`src/rtl/master_pkg.sv`:
```
// rtl/master_pkg.sv - shared epoch constants and sequencer state encoding
package master_pkg;

  localparam int NUM_EPOCH = 256;
  localparam int EPOCH_BW  = $clog2(NUM_EPOCH);
  localparam int V_SKEW    = 3;

  typedef enum logic [2:0] {
    IDLE,
    RST_M,
    PRIME,
    RUN,
    DRAIN,
    WAIT_FIN,
    DONE
  } state_t;

endpackage

```
`src/rtl/sat_down_counter.sv`:
```
// rtl/sat_down_counter.sv - loadable down counter that sticks at zero
module sat_down_counter #(
  parameter int W = 4
) (
  input  logic         clk,
  input  logic         rst,
  input  logic         load,
  input  logic [W-1:0] load_val,
  input  logic         dec,
  output logic         zero
);

  logic [W-1:0] count;

  always_ff @(posedge clk) begin
    if (rst) begin
      count <= '0;
    end else if (load) begin
      count <= load_val;
    end else if (dec && (count != '0)) begin
      count <= count - W'(1);
    end
  end

  assign zero = (count == '0);

endmodule

```
`src/rtl/master_feed_sched.sv`:
```
// rtl/master_feed_sched.sv - epoch sequencer feeding master_top and its control/v_gidx SRAMs
module master_feed_sched #(
  parameter int NUM_EPOCH = master_pkg::NUM_EPOCH,
  parameter int EPOCH_BW  = master_pkg::EPOCH_BW,
  parameter int V_SKEW    = master_pkg::V_SKEW,
  parameter int PRIME_CYC = 2,
  parameter int TIMEOUT   = 1024
) (
  input  logic                clk,
  input  logic                rst,
  input  logic                start,
  input  logic [EPOCH_BW-1:0] master_epoch,
  input  logic                master_finish,
  output logic                master_rst_n,
  output logic                master_enable,
  output logic                ctrl_rd_en,
  output logic [EPOCH_BW-1:0] ctrl_rd_addr,
  output logic                vg_rd_en,
  output logic [EPOCH_BW-1:0] vg_rd_addr,
  output logic                busy,
  output logic                done,
  output logic                timeout_err
);

  import master_pkg::*;

  localparam int PW = $clog2(PRIME_CYC) + 1;
  localparam int DW = $clog2(V_SKEW) + 1;
  localparam int TW = $clog2(TIMEOUT) + 1;
  localparam logic [EPOCH_BW-1:0] LAST = EPOCH_BW'(NUM_EPOCH - 1);

  state_t state;

  logic                prime_zero, drain_zero, to_zero;
  logic                prime_load, drain_load, to_load;
  logic                in_feed, timed_out, go_done;
  logic [EPOCH_BW:0]   vg_diff;
  logic [EPOCH_BW-1:0] vg_clamp;

  // v_gidx trails the control data; the extra bit catches underflow in early epochs
  assign vg_diff  = {1'b0, master_epoch} - (EPOCH_BW + 1)'(V_SKEW);
  assign vg_clamp = vg_diff[EPOCH_BW] ? '0 : vg_diff[EPOCH_BW-1:0];

  assign prime_load = (state == RST_M);
  assign drain_load = (state == RUN) && (master_epoch == LAST);
  assign to_load    = (state == DRAIN) && drain_zero;

  // A finish during IDLE/RST_M/DONE is stale from a previous run and is not acted on
  assign in_feed   = (state == PRIME) || (state == RUN) || (state == DRAIN) || (state == WAIT_FIN);
  assign timed_out = (state == WAIT_FIN) && to_zero && !master_finish;
  assign go_done   = (in_feed && master_finish) || timed_out;

  sat_down_counter #(.W(PW)) u_prime_cnt (
    .clk      (clk),
    .rst      (rst),
    .load     (prime_load),
    .load_val (PW'(PRIME_CYC - 1)),
    .dec      (state == PRIME),
    .zero     (prime_zero)
  );

  sat_down_counter #(.W(DW)) u_drain_cnt (
    .clk      (clk),
    .rst      (rst),
    .load     (drain_load),
    .load_val (DW'(V_SKEW - 1)),
    .dec      (state == DRAIN),
    .zero     (drain_zero)
  );

  sat_down_counter #(.W(TW)) u_timeout_cnt (
    .clk      (clk),
    .rst      (rst),
    .load     (to_load),
    .load_val (TW'(TIMEOUT - 1)),
    .dec      (state == WAIT_FIN),
    .zero     (to_zero)
  );

  always_ff @(posedge clk) begin
    if (rst) begin
      state         <= IDLE;
      master_rst_n  <= 1'b0;
      master_enable <= 1'b0;
      ctrl_rd_en    <= 1'b0;
      vg_rd_en      <= 1'b0;
      ctrl_rd_addr  <= '0;
      vg_rd_addr    <= '0;
      busy          <= 1'b0;
      done          <= 1'b0;
      timeout_err   <= 1'b0;
    end else begin
      done <= 1'b0;
      if (go_done) begin
        state         <= DONE;
        done          <= 1'b1;
        master_enable <= 1'b0;
        ctrl_rd_en    <= 1'b0;
        vg_rd_en      <= 1'b0;
        busy          <= 1'b0;
        if (timed_out) begin
          timeout_err <= 1'b1;
        end
      end else begin
        case (state)
          IDLE: begin
            master_rst_n <= 1'b1;
            if (start) begin
              state         <= RST_M;
              master_rst_n  <= 1'b0;
              master_enable <= 1'b0;
              ctrl_rd_en    <= 1'b1;
              vg_rd_en      <= 1'b1;
              ctrl_rd_addr  <= '0;
              vg_rd_addr    <= '0;
              busy          <= 1'b1;
              timeout_err   <= 1'b0;
            end
          end
          RST_M: begin
            state         <= PRIME;
            master_rst_n  <= 1'b1;
            master_enable <= 1'b1;
          end
          PRIME: begin
            if (prime_zero) begin
              state        <= RUN;
              ctrl_rd_addr <= master_epoch;
              vg_rd_addr   <= vg_clamp;
            end
          end
          RUN: begin
            ctrl_rd_addr <= master_epoch;
            vg_rd_addr   <= vg_clamp;
            if (master_epoch == LAST) begin
              state <= DRAIN;
            end
          end
          DRAIN: begin
            vg_rd_addr <= vg_rd_addr + EPOCH_BW'(1);
            if (drain_zero) begin
              state <= WAIT_FIN;
            end
          end
          WAIT_FIN: begin
            state <= WAIT_FIN;
          end
          DONE: begin
            state <= IDLE;
          end
          default: begin
            state <= IDLE;
          end
        endcase
      end
    end
  end

endmodule

```
`config.mk`:
```
export PLATFORM = sky130hd
export DESIGN_NAME = master_feed_sched
export DESIGN_NICKNAME = d
export VERILOG_FILES = /design/src/rtl/master_pkg.sv /design/src/rtl/sat_down_counter.sv /design/src/rtl/master_feed_sched.sv
export SDC_FILE = /design/constraint.sdc
export NUM_CORES = 1
export LEC_CHECK = 0
export CAP_MARGIN = 5
export CORE_UTILIZATION = 35
export DETAILED_ROUTE_END_ITERATION = 12
export PLACE_DENSITY = 0.61
export SYNTH_ARGS = -nofsm -noshare
export SYNTH_HDL_FRONTEND = slang
export SYNTH_HIERARCHICAL = 1
export SYNTH_SLANG_ARGS = --single-unit
```
`constraint.sdc`:
```
create_clock -name clk -period 2.8 [get_ports clk]
set_input_delay 0.56 -clock clk [delete_from_list [all_inputs] [get_ports clk]]
set_output_delay 0.56 -clock clk [all_outputs]
set_load 0.01 [all_outputs]
```
==> results of run 1 <==
[kinds of logic (layout without fill, tap and decap cells)]
family | Yosys count | in the layout | synth area share, %
and+or+nand+nor | 100 | 100 | 22.7
AOI/OAI and AO/OA | 98 | 98 | 29.4
DFF | 40 | 40 | 33.2
buffers and inverters | 37 | 72 | 7.31
xor gates and xnor gates | 11 | 11 | 3.99
adders and majority gates | 6 | 6 | 3.11
other | 2 | 16 | 0.311
[how the worst max path moves through the flow]
stage / start / to / slack (ps) / cells after the start
floorplan: state[0]$_SDFFE_PP0P_ / u_timeout_cnt/count[7]$_SDFFE_PP0P_ / 680 / 7
global placement: master_epoch[0] / vg_rd_addr[6]$_SDFFE_PP0P_ / 310 / 6
detailed placement: master_epoch[0] / vg_rd_addr[6]$_SDFFE_PP0P_ / 280 / 6
CTS: u_timeout_cnt/count[0]$_SDFFE_PP0P_ / vg_rd_addr[3]$_SDFFE_PP0P_ / 440 / 8
global route: u_timeout_cnt/count[0]$_SDFFE_PP0P_ / vg_rd_addr[3]$_SDFFE_PP0P_ / 250 / 8
finish: u_timeout_cnt/count[0]$_SDFFE_PP0P_ / vg_rd_addr[2]$_SDFFE_PP0P_ / 440 / 8
[layout by cell type, fill, tap and decap left out, types with 3 or more instances in the layout]
cell / synthesis / routed
sky130_fd_sc_hd__nand2_1: 22 / 22
sky130_fd_sc_hd__or3_1: 3 / 3
sky130_fd_sc_hd__a21oi_1: 25 / 25
sky130_fd_sc_hd__nand2b_1: 4 / 4
sky130_fd_sc_hd__a22oi_1: 3 / 3
sky130_fd_sc_hd__xor2_1: 3 / 3
sky130_fd_sc_hd__a211oi_1: 9 / 9
sky130_fd_sc_hd__conb_1: 2 / 16
sky130_fd_sc_hd__o31ai_1: 4 / 4
sky130_fd_sc_hd__dfxtp_1: 40 / 40
sky130_fd_sc_hd__o311ai_1: 3 / 3
sky130_fd_sc_hd__nand3_1: 5 / 5
sky130_fd_sc_hd__clkdlybuf4s50_1: 0 / 34
sky130_fd_sc_hd__clkbuf_8: 0 / 7
sky130_fd_sc_hd__a31oi_1: 6 / 6
sky130_fd_sc_hd__and4_1: 3 / 3
sky130_fd_sc_hd__nor2b_1: 3 / 3
sky130_fd_sc_hd__xnor2_1: 8 / 8
sky130_fd_sc_hd__a311oi_1: 4 / 4
sky130_fd_sc_hd__nor4_1: 5 / 5
sky130_fd_sc_hd__nor3_1: 8 / 8
sky130_fd_sc_hd__inv_1: 18 / 18
sky130_fd_sc_hd__inv_2: 3 / 3
sky130_fd_sc_hd__nor2_1: 26 / 26
sky130_fd_sc_hd__ha_1: 6 / 6
sky130_fd_sc_hd__o21ai_0: 3 / 3
sky130_fd_sc_hd__buf_4: 3 / 9
sky130_fd_sc_hd__nand3b_1: 4 / 4
sky130_fd_sc_hd__a2111oi_2: 3 / 3
sky130_fd_sc_hd__o21ai_1: 14 / 14
sky130_fd_sc_hd__and3_1: 4 / 4
[per-stage QoR]
step	area, sq um	hold slack (ps)	power (mW)
after floorplan	2460	474	1.57
after global placement	2870	470	1.89
after detailed placement	2870	473	1.89
after CTS	3000	489	2.42
after global routing	3000	505	2.58
final	3000	483	2.41
[layer usage]
metal / global-route usage [%] / wire length [um]
met1: 21.1 / 2730
met4: 6.32 / 70
met3: 2.72 / 175
met2: 26.3 / 2610
met5: 0 / 0
[registers in the layout, indices dropped and copies added (netlist names)]
register             count
state                    3
u_timeout_cnt/count     11
timeout_err              1
done                     1
u_drain_cnt/count        3
master_enable            1
u_prime_cnt/count        2
busy                     1
vg_rd_addr               8
master_rst_n             1
ctrl_rd_addr             8
[power breakdown]
part | switching, mW | total, mW | internal (mW)
registers | 0.139 | 0.826 | 0.687
logic | 0.582 | 1.06 | 0.477
clock network | 0.208 | 0.522 | 0.315
total | 0.929 | 2.41 | 1.48
[cell type report]
type | instances | area (sq um)
sequential | 40 | 801
clock inverter | 1 | 30.0
tap | 77 | 96.3
clock buffer | 7 | 96.3
fill | 640 | 3500
timing repair buffer | 43 | 408
inverter | 21 | 78.8
multi-input combinational | 231 | 1490
[tightest hold or removal path: cells and delay by family (launching register included)]
family         cells  cell delay [ps]
AO/OA/AOI/OAI      2              120
flip-flops         1              310
==> metrics.json, run 1 <==
{
  "transition_time_at_the_pin_with_the_least_slew_margin": {"value": 690, "unit": "ps"},
  "worstPathArrival": {"value": 2570, "unit": "ps"},
  "synthFlopType": {"value": "sky130_fd_sc_hd__dfxtp_1"},
  "yosys.cell_count.top_type": {"value": "sky130_fd_sc_hd__dfxtp_1"},
  "worst_r2r_path_depth": {"value": 8},
  "clock_input_transition_at_the_sequential_cells_of_the_worst_setup_and_hold_paths": {"value": 80, "unit": "ps"},
  "antenna_found_initial": {"value": 0},
  "run_status": {"value": "finished clean"},
  "cpLargestDelayFamily": {"value": "simple AND/OR/NAND/NOR gates"},
  "ys_ff_latch": {"value": 40},
  "post-route-period-util": {"value": 84.1, "unit": "%"},
  "drt_first_iter_violations": {"value": 82},
  "ant_nets": {"value": 0},
  "cp_data_required_time": {"value": 3010, "unit": "ps"},
  "grt_pass1_vias": {"value": 1993},
  "critical-path-max-stage-delay": {"value": 600, "unit": "ps"},
  "global_router_s_overall_resource_usage": {"value": 16.1, "unit": "%"},
  "rsz0062_at_grt": {"value": "no"},
  "synth_top_area_cell": {"value": "sky130_fd_sc_hd__dfxtp_1"},
  "fin_skew": {"value": 4.82, "unit": "ps"},
  "path_max_fanout": {"value": 5},
  "synth_area_per_cell": {"value": 8.21, "unit": "sq um"},
  "final-max-slew-violation-count": {"value": 0},
  "drt_first_pass_iters": {"value": 4},
  "hold-path-cell-count": {"value": 2},
  "io_buffers": {"value": 34},
  "worstHoldEndpoint": {"value": "ctrl_rd_addr[2]$_SDFFE_PP0P_"},
  "fin_cells": {"value": 420},
  "drc_errors": {"value": 0},
  "post_cts_buffers": {"value": 0},
  "cts_tree": {"value": "done"},
  "floorplan.die_area": {"value": 7230, "unit": "sq um"},
  "timing.final.setup_violations": {"value": 0},
  "regToRegEndpoint": {"value": "vg_rd_addr[2]$_SDFFE_PP0P_"},
  "start_util": {"value": 37.1, "unit": "%"},
  "netlist_instances": {"value": 294},
  "grt_first_pass_wirelength": {"value": 9.40, "unit": "mm"},
  "grt_max_degree": {"value": 22},
  "timing.critical_path.buf_inv": {"value": 1},
  "setup_total_negative_slack": {"value": 0, "unit": "ps"},
  "worst_path_max_delay_cell": {"value": "sky130_fd_sc_hd__nor3b_1"},
  "wl_per_cell": {"value": 13.3, "unit": "um"},
  "antenna_cells": {"value": 0},
  "clk_root_buffer_cell": {"value": "sky130_fd_sc_hd__clkbuf_8"},
  "async_flop_share": {"value": 0, "unit": "%"},
  "finalWirelength": {"value": 5.59, "unit": "mm"},
  "power-per-cell-area": {"value": 803, "unit": "nW/um^2"},
  "floorplan.io_pins": {"value": 35},
  "holdCritPathClass": {"value": "flip-flop to flip-flop"},
  "slew-limit-headroom": {"value": 53.9, "unit": "%"},
  "placementRows": {"value": 29},
  "timing.reg2reg.setup_slack": {"value": 440, "unit": "ps"},
  "synth.top_cells.by_area": {"value": "sky130_fd_sc_hd__dfxtp_1 (33%), sky130_fd_sc_hd__a21oi_1 (5.2%), sky130_fd_sc_hd__nor2_1 (4.0%), sky130_fd_sc_hd__nand2_1 (3.4%), sky130_fd_sc_hd__ha_1 (3.1%)"},
  "final.min_clock_period": {"value": 2360, "unit": "ps"},
  "setup_ws": {"value": 445, "unit": "ps"},
  "worst-setup-path-type": {"value": "flip-flop to flip-flop"},
  "dp_hpwl": {"value": 4.11, "unit": "mm"},
  "vias_per_cell": {"value": 5.38},
  "cts_buffers": {"value": 5},
  "layout-drive-gt1-share": {"value": 9.91, "unit": "%"},
  "post_cts_resize_count": {"value": 0},
  "nets": {"value": 360},
  "cts.sink_count": {"value": 40},
  "synth_common_cells": {"value": "sky130_fd_sc_hd__dfxtp_1 (40), sky130_fd_sc_hd__nor2_1 (26), sky130_fd_sc_hd__a21oi_1 (25)"},
  "seq_total_area_yosys": {"value": 33.2, "unit": "%"},
  "yosysUniqueCellTypes": {"value": 62},
  "setup_crit_end_kind": {"value": "flip-flop"},
  "syn_to_final_growth": {"value": 24.3, "unit": "%"},
  "synth_enable_flop_cells": {"value": 0},
  "synthesis.area": {"value": 2410, "unit": "sq um"},
  "die_height": {"value": 85.0, "unit": "um"},
  "achievable-frequency": {"value": 425, "unit": "MHz"},
  "clk-insertion-delay-late": {"value": 290, "unit": "ps"},
  "hold_buffers": {"value": 0},
  "vias": {"value": 2259},
  "grt_overflow_total": {"value": 0},
  "crit_path_start_kind": {"value": "flip-flop"},
  "p_leak": {"value": 1.07, "unit": "nW"},
  "crit_chain": {"value": "inv_1 -> ha_1 -> nor3b_1 -> and3_1 -> a21o_1 -> a22o_1 -> nor2_1 -> a211oi_1"},
  "final_hold_viol_count": {"value": 0},
  "place_congestion": {"value": 0.809},
  "final_util": {"value": 46.2, "unit": "%"},
  "synth_largest_type_area_fraction": {"value": 33.2, "unit": "%"},
  "dp_slack": {"value": 277, "unit": "ps"},
  "worst_r2r_startpoint": {"value": "u_timeout_cnt/count[0]$_SDFFE_PP0P_"},
  "hp-start": {"value": "ctrl_rd_addr[2]$_SDFFE_PP0P_"},
  "peakVddDrop": {"value": 0.392, "unit": "mV"},
  "total_number_of_yosys_warnings": {"value": 6},
  "place_inst": {"value": 412},
  "maxCapViolCount": {"value": 0},
  "cts_max_path_buffers": {"value": 2},
  "dieWidth": {"value": 85.0, "unit": "um"},
  "ctsHtreeMaxLevel": {"value": 2},
  "core-area": {"value": 6490, "unit": "sq um"}
}
No activity file was read; power rests on OpenSTA's default activity.
==> run 2: changes to the inputs <==
clock period = 2.4 ns   (was 2.8 ns; I/O delays follow)
==> metrics.json, run 2 (synthesis gave the netlist of run 1 again) <==
{
  "run_status": {"value": "finished clean"},
  "floorplan.die_area": {"value": 7230, "unit": "sq um", "change": "unchanged"},
  "place_congestion": {"value": 0.850, "change": "+5.0%"},
  "totalPowerFinal": {"value": 2.72, "unit": "mW", "change": "+13%"},
  "clock_input_transition_at_the_sequential_cells_of_the_worst_setup_and_hold_paths": {"value": 80, "unit": "ps", "change": "about the same"},
  "cts.sink_count": {"value": 40, "change": "unchanged"},
  "core-area": {"value": 6490, "unit": "sq um", "change": "unchanged"},
  "wl_per_cell": {"value": 13.5, "unit": "um", "change": "+1.4%"},
  "grt_pass1_vias": {"value": 2163, "change": "+8.5%"},
  "peakVddDrop": {"value": 0.400, "unit": "mV", "change": "+2.0%"},
  "layout-drive-gt1-share": {"value": 12.4, "unit": "%", "change": "+2.5 points"},
  "transition_time_at_the_pin_with_the_least_slew_margin": {"value": 514, "unit": "ps", "change": "-176 ps"},
  "antenna_found_initial": {"value": 0, "change": "unchanged"},
  "biggestRegsByFlops": {"value": "u_timeout_cnt/count: 11 flops, ctrl_rd_addr: 8 flops, vg_rd_addr: 8 flops"},
  "drt_first_iter_violations": {"value": 109, "change": "+33%"},
  "finalWirelength": {"value": 5.82, "unit": "mm", "change": "+4.1%"},
  "worst_path_max_delay_cell": {"value": "sky130_fd_sc_hd__nor3b_2"},
  "crit_path_start_kind": {"value": "flip-flop"},
  "max_flop_register": {"value": "u_timeout_cnt/count"},
  "worst-setup-path-type": {"value": "flip-flop to flip-flop"},
  "clk-insertion-delay-late": {"value": 300, "unit": "ps", "change": "about the same"},
  "fin_cells": {"value": 431, "change": "+2.6%"},
  "dieWidth": {"value": 85.0, "unit": "um", "change": "unchanged"},
  "maxCapViolCount": {"value": 0, "change": "unchanged"},
  "crit_chain": {"value": "inv_1 -> ha_1 -> nor3b_2 -> and3_1 -> a21o_1 -> a22o_1 -> nor2_1 -> a211oi_1"},
  "p_leak": {"value": 1.11, "unit": "nW", "change": "+3.3%"},
  "hp-start": {"value": "ctrl_rd_addr[1]$_SDFFE_PP0P_"},
  "post-route-period-util": {"value": 88.2, "unit": "%", "change": "+4.1 points"},
  "drt_first_pass_iters": {"value": 4, "change": "unchanged"},
  "final-max-slew-violation-count": {"value": 0, "change": "unchanged"},
  "antenna_cells": {"value": 0, "change": "unchanged"},
  "timing.reg2reg.setup_slack": {"value": 280, "unit": "ps", "change": "-160 ps"},
  "cts_buffers": {"value": 5, "change": "unchanged"},
  "timing.critical_path.from": {"value": "u_timeout_cnt/count[0]$_SDFFE_PP0P_"},
  "final.min_clock_period": {"value": 2120, "unit": "ps", "change": "-239 ps"},
  "clk_root_buffer_cell": {"value": "sky130_fd_sc_hd__clkbuf_8"},
  "hold_buffers": {"value": 0, "change": "unchanged"},
  "critical-path-max-stage-delay": {"value": 390, "unit": "ps", "change": "-210 ps"},
  "start_util": {"value": 37.1, "unit": "%", "change": "unchanged"},
  "final_util": {"value": 46.9, "unit": "%", "change": "+0.79 points"},
  "cp_data_required_time": {"value": 2610, "unit": "ps", "change": "-400 ps"},
  "dp_hpwl": {"value": 4.37, "unit": "mm", "change": "+6.5%"},
  "die_height": {"value": 85.0, "unit": "um", "change": "unchanged"},
  "rsz0062_at_grt": {"value": "no"},
  "largest_register_ffs": {"value": 11, "change": "unchanged"},
  "grt_overflow_total": {"value": 0, "change": "unchanged"},
  "syn_to_final_growth": {"value": 26.4, "unit": "%"},
  "grt_max_degree": {"value": 22, "change": "unchanged"},
  "ctsHtreeMaxLevel": {"value": 2, "change": "unchanged"},
  "setup_total_negative_slack": {"value": 0, "unit": "ps", "change": "unchanged"},
  "floorplan.io_pins": {"value": 35, "change": "unchanged"},
  "timing.final.setup_violations": {"value": 0, "change": "unchanged"},
  "layout.cells.most_common_list": {"value": "sky130_fd_sc_hd__dfxtp_1 (40), sky130_fd_sc_hd__clkdlybuf4s50_1 (34), sky130_fd_sc_hd__nor2_1 (26)"},
  "holdCritPathClass": {"value": "flip-flop to flip-flop"},
  "drc_errors": {"value": 0, "change": "unchanged"},
  "nets": {"value": 371, "change": "+3.1%"},
  "slew-limit-headroom": {"value": 65.7, "unit": "%", "change": "+12 points"},
  "fin_skew": {"value": 10.6, "unit": "ps", "change": "+5.77 ps"},
  "path_max_fanout": {"value": 5, "change": "unchanged"},
  "layout.filler_cells": {"value": 656, "change": "+2.5%"},
  "post_cts_buffers": {"value": 0, "change": "unchanged"},
  "global_router_s_overall_resource_usage": {"value": 17.0, "unit": "%", "change": "+0.88 points"},
  "final_hold_viol_count": {"value": 0, "change": "unchanged"},
  "ant_nets": {"value": 0, "change": "unchanged"},
  "io_buffers": {"value": 34, "change": "unchanged"},
  "setup_crit_end_kind": {"value": "flip-flop"},
  "vias": {"value": 2324, "change": "+2.9%"},
  "power-per-cell-area": {"value": 892, "unit": "nW/um^2", "change": "+11%"},
  "grt_first_pass_wirelength": {"value": 9.76, "unit": "mm", "change": "+3.8%"},
  "worst_r2r_startpoint": {"value": "u_timeout_cnt/count[0]$_SDFFE_PP0P_"},
  "placementRows": {"value": 29, "change": "unchanged"},
  "cts_max_path_buffers": {"value": 2, "change": "unchanged"},
  "layout.cells.most_common": {"value": "sky130_fd_sc_hd__dfxtp_1"},
  "achievable-frequency": {"value": 472, "unit": "MHz", "change": "+11%"},
  "cts_tree": {"value": "done"},
  "worstPathArrival": {"value": 2330, "unit": "ps", "change": "-240 ps"},
  "vias_per_cell": {"value": 5.39, "change": "+0.25%"},
  "post_cts_resize_count": {"value": 0, "change": "unchanged"},
  "place_inst": {"value": 423, "change": "+2.7%"}
}
## run 2: area by class of cell
cell class                 count  area [sq um]  share of cell area [%]
inverter                      21          78.8                    2.59
multi-input combinational    231          1490                    49.0
timing repair buffer          54           490                    16.1
sequential                    40           801                    26.3
clock buffer                   8          90.1                    2.95
tap                           77          96.3                    3.16
## run 2: path summary, 6_finish.rpt
check / end / depth (start not counted)
max: vg_rd_addr[0]$_SDFFE_PP0P_ / 8
min: ctrl_rd_addr[1]$_SDFFE_PP0P_ / 2
max reg2reg: vg_rd_addr[0]$_SDFFE_PP0P_ / 8
min reg2reg: ctrl_rd_addr[1]$_SDFFE_PP0P_ / 2
## run 2: worst max-delay path, delay by kind of cell, from the launching register on
family / cells / cell delay, ps
AO/OA/AOI/OAI: 3 / 610
adder cells (fa/ha/maj): 1 / 190
buffers and inverters: 1 / 60
flip-flops: 1 / 340
AND/OR/NAND/NOR: 3 / 830
## run 2: power breakdown
group	switching, mW	total (mW)	internal, mW
registers	0.138	0.940	0.802
logic	0.711	1.30	0.591
clock network	0.242	0.476	0.235
## run 2: per-stage QoR
| stage | area, sq um | worst slack [ps] | hold WS, ps |
|---|---|---|---|
| after floorplan | 2460 | 276 | 474 |
| after global placement | 2950 | 139 | 470 |
| after detailed placement | 2950 | 103 | 474 |
| after CTS | 3040 | 120 | 487 |
| after global routing | 3050 | 140 | 514 |
| final | 3050 | 283 | 487 |
## run 2: per-layer routing
layer	global-route usage, %	vias to the layer above	part of all wire [%]	wire [um]
met2	28.0	51	48	2770
li1	-	1183	-	-
met4	8.78	0	2.4	141
met3	2.82	12	3.2	185
met5	0	-	0	0
met1	21.3	1078	47	2730
==> run 3: changes to the inputs <==
CTS_CLUSTER_DIAMETER = 40   (was unset)
REMOVE_ABC_BUFFERS = 1   (was unset)
==> metrics.json, run 3 (synthesis gave the netlist of run 1 again) <==
{
  "peakVddDrop": {"value": 0.454, "unit": "mV", "change": "+14%"},
  "layout.filler_cells": {"value": 638, "change": "-2.7%"},
  "post-route-period-util": {"value": 88.5, "unit": "%", "change": "+0.30 points"},
  "fin_skew": {"value": 9.06, "unit": "ps", "change": "-1.53 ps"},
  "cts_max_path_buffers": {"value": 2, "change": "unchanged"},
  "power.share.combinational": {"value": 45.5, "unit": "%", "change": "-2.4 points"},
  "worst-setup-path-type": {"value": "flip-flop to flip-flop"},
  "placementRows": {"value": 29, "change": "unchanged"},
  "path_max_fanout": {"value": 6, "change": "+1"},
  "die_height": {"value": 85.0, "unit": "um", "change": "unchanged"},
  "dieWidth": {"value": 85.0, "unit": "um", "change": "unchanged"},
  "ctsHtreeMaxLevel": {"value": 2, "change": "unchanged"},
  "ant_nets": {"value": 0, "change": "unchanged"},
  "final-max-slew-violation-count": {"value": 0, "change": "unchanged"},
  "io_buffers": {"value": 34, "change": "unchanged"},
  "wl_per_cell": {"value": 13.9, "unit": "um", "change": "+3.3%"},
  "run_status": {"value": "finished clean"},
  "layout.cells.most_common": {"value": "sky130_fd_sc_hd__dfxtp_1"},
  "global_router_s_overall_resource_usage": {"value": 16.9, "unit": "%", "change": "-0.062 points"},
  "finalWirelength": {"value": 6.00, "unit": "mm", "change": "+3.0%"},
  "rsz0062_at_grt": {"value": "no"},
  "nets": {"value": 370, "change": "-0.27%"},
  "syn_to_final_growth": {"value": 27.6, "unit": "%"},
  "final_hold_viol_count": {"value": 0, "change": "unchanged"},
  "drt_first_pass_iters": {"value": 4, "change": "unchanged"},
  "holdCritPathClass": {"value": "flip-flop to flip-flop"},
  "place_congestion": {"value": 0.799, "change": "-6.0%"},
  "cts_buffers": {"value": 5, "change": "unchanged"},
  "final.min_clock_period": {"value": 2120, "unit": "ps", "change": "+7.21 ps"},
  "hold_buffers": {"value": 0, "change": "unchanged"},
  "timing.final.setup_violations": {"value": 0, "change": "unchanged"},
  "setup_total_negative_slack": {"value": 0, "unit": "ps", "change": "unchanged"},
  "max_flop_register": {"value": "u_timeout_cnt/count"},
  "clk_root_buffer_cell": {"value": "sky130_fd_sc_hd__clkbuf_8"},
  "p_leak": {"value": 1.12, "unit": "nW", "change": "+1.4%"},
  "antenna_cells": {"value": 0, "change": "unchanged"},
  "achievable-frequency": {"value": 471, "unit": "MHz", "change": "-0.34%"},
  "floorplan.die_area": {"value": 7230, "unit": "sq um", "change": "unchanged"},
  "grt_pass1_vias": {"value": 2111, "change": "-2.4%"},
  "clk-insertion-delay-late": {"value": 300, "unit": "ps", "change": "about the same"},
  "switching_share": {"value": 38.5, "unit": "%", "change": "-1.6 points"},
  "drt_first_iter_violations": {"value": 96, "change": "-12%"},
  "cts.sink_count": {"value": 40, "change": "unchanged"},
  "clock_input_transition_at_the_sequential_cells_of_the_worst_setup_and_hold_paths": {"value": 80, "unit": "ps", "change": "about the same"},
  "largest_register_ffs": {"value": 11, "change": "unchanged"},
  "core-area": {"value": 6490, "unit": "sq um", "change": "unchanged"},
  "floorplan.io_pins": {"value": 35, "change": "unchanged"},
  "clk_pwr_share": {"value": 21.5, "unit": "%", "change": "+4.0 points"},
  "hold-path-cell-count": {"value": 2, "change": "unchanged"},
  "biggestRegsByFlops": {"value": "u_timeout_cnt/count: 11 flops, ctrl_rd_addr: 8 flops, vg_rd_addr: 8 flops"},
  "vias": {"value": 2309, "change": "-0.65%"},
  "post_cts_buffers": {"value": 0, "change": "unchanged"},
  "grt_max_degree": {"value": 22, "change": "unchanged"},
  "transition_time_at_the_pin_with_the_least_slew_margin": {"value": 699, "unit": "ps", "change": "+185 ps"},
  "post_cts_resize_count": {"value": 0, "change": "unchanged"},
  "antenna_found_initial": {"value": 0, "change": "unchanged"},
  "start_util": {"value": 37.1, "unit": "%", "change": "unchanged"},
  "layout.cells.most_common_list": {"value": "sky130_fd_sc_hd__dfxtp_1 (40), sky130_fd_sc_hd__clkdlybuf4s50_1 (34), sky130_fd_sc_hd__nor2_1 (26)"},
  "switching_power": {"value": 1.10, "unit": "mW", "change": "+0.73%"},
  "grt_first_pass_wirelength": {"value": 9.87, "unit": "mm", "change": "+1.1%"},
  "power-per-cell-area": {"value": 927, "unit": "nW/um^2", "change": "+3.9%"},
  "worstPathArrival": {"value": 2340, "unit": "ps", "change": "about the same"},
  "maxCapViolCount": {"value": 0, "change": "unchanged"},
  "grt_overflow_total": {"value": 0, "change": "unchanged"},
  "layout-drive-gt1-share": {"value": 12.7, "unit": "%", "change": "+0.32 points"},
  "setup_crit_end_kind": {"value": "flip-flop"},
  "final_util": {"value": 47.4, "unit": "%", "change": "+0.44 points"},
  "sequential_cell_area": {"value": 801, "unit": "sq um", "change": "unchanged"},
  "drc_errors": {"value": 0, "change": "unchanged"},
  "multi_input_comb_area": {"value": 1490, "unit": "sq um", "change": "unchanged"},
  "crit_path_start_kind": {"value": "flip-flop"},
  "cp_data_required_time": {"value": 2610, "unit": "ps", "change": "about the same"},
  "dp_hpwl": {"value": 4.44, "unit": "mm", "change": "+1.5%"},
  "seqPwrFrac": {"value": 33.0, "unit": "%", "change": "-1.6 points"},
  "p_int": {"value": 1.75, "unit": "mW", "change": "+7.7%"},
  "cts_tree": {"value": "done"},
  "vias_per_cell": {"value": 5.37, "change": "-0.41%"},
  "slew-limit-headroom": {"value": 53.0, "unit": "%", "change": "-13 points"},
  "worst_r2r_path_depth": {"value": 6, "change": "-2"}
}
[run 3: cell count changes in the layout (fill, tap and decap cells not counted)]
cell / change
sky130_fd_sc_hd__bufinv_16: +1
sky130_fd_sc_hd__buf_4: -1
sky130_fd_sc_hd__clkbuf_8: +1
sky130_fd_sc_hd__clkbuf_1: -2
[run 3: path summary, 6_finish.rpt]
check	from	to	slack [ps]
setup / recovery	u_timeout_cnt/count[6]$_SDFFE_PP0P_	vg_rd_addr[3]$_SDFFE_PP0P_	280
setup reg to reg	u_timeout_cnt/count[6]$_SDFFE_PP0P_	vg_rd_addr[3]$_SDFFE_PP0P_	280
hold / removal	ctrl_rd_addr[7]$_SDFFE_PP0P_	ctrl_rd_addr[7]$_SDFFE_PP0P_	480
hold reg to reg	ctrl_rd_addr[7]$_SDFFE_PP0P_	ctrl_rd_addr[7]$_SDFFE_PP0P_	480
[run 3: routing by layer]
layer | wire length [um] | global-route usage, % | vias to the layer above | part of all wire, %
met5 | 0 | 0 | - | 0
met4 | 64 | 4.93 | 0 | 1.1
met1 | 2830 | 21.3 | 1065 | 47
li1 | - | - | 1192 | -
met3 | 224 | 3.21 | 7 | 3.7
met2 | 2880 | 29.4 | 45 | 48
[run 3: power groups by stage]
stage,Sequential (mW),Clock [mW],Combinational [mW]
finish,0.941,0.614,1.30
CTS,0.938,0.631,1.30
global placement,0.951,0,1.28
detailed placement,0.954,0,1.29
floorplan,1.01,0,0.739
global route,0.962,0.654,1.43
[run 3: per-stage QoR]
step / setup WS, ps / area, sq um / power, mW / hold slack (ps) / std cells
floorplan: 138 / 2370 / 1.75 / 474 / 292
global placement: 143 / 2950 / 2.23 / 471 / 422
detailed placement: 106 / 2950 / 2.24 / 473 / 422
CTS: 141 / 3070 / 2.87 / 487 / 430
global route: 80.0 / 3080 / 3.05 / 509 / 430
finish: 276 / 3080 / 2.85 / 485 / 430
[run 3: worst max-delay path, stage by stage (launching register included)]
cell and delay, ps:
sky130_fd_sc_hd__dfxtp_1 350, sky130_fd_sc_hd__nor3_1 590, sky130_fd_sc_hd__and3_1 370, sky130_fd_sc_hd__a21o_1 170, sky130_fd_sc_hd__a22o_1 230, sky130_fd_sc_hd__nor2_1 120
sky130_fd_sc_hd__a211oi_1 210
[run 3: area by class of cell]
type	count	area share [%]
Clock buffer	7	3.13
Clock inverter	1	0.976
Timing Repair Buffer	53	15.7
Multi-Input combinational cell	231	48.5
Inverter	21	2.56
Tap cell	77	3.13
Sequential cell	40	26.0
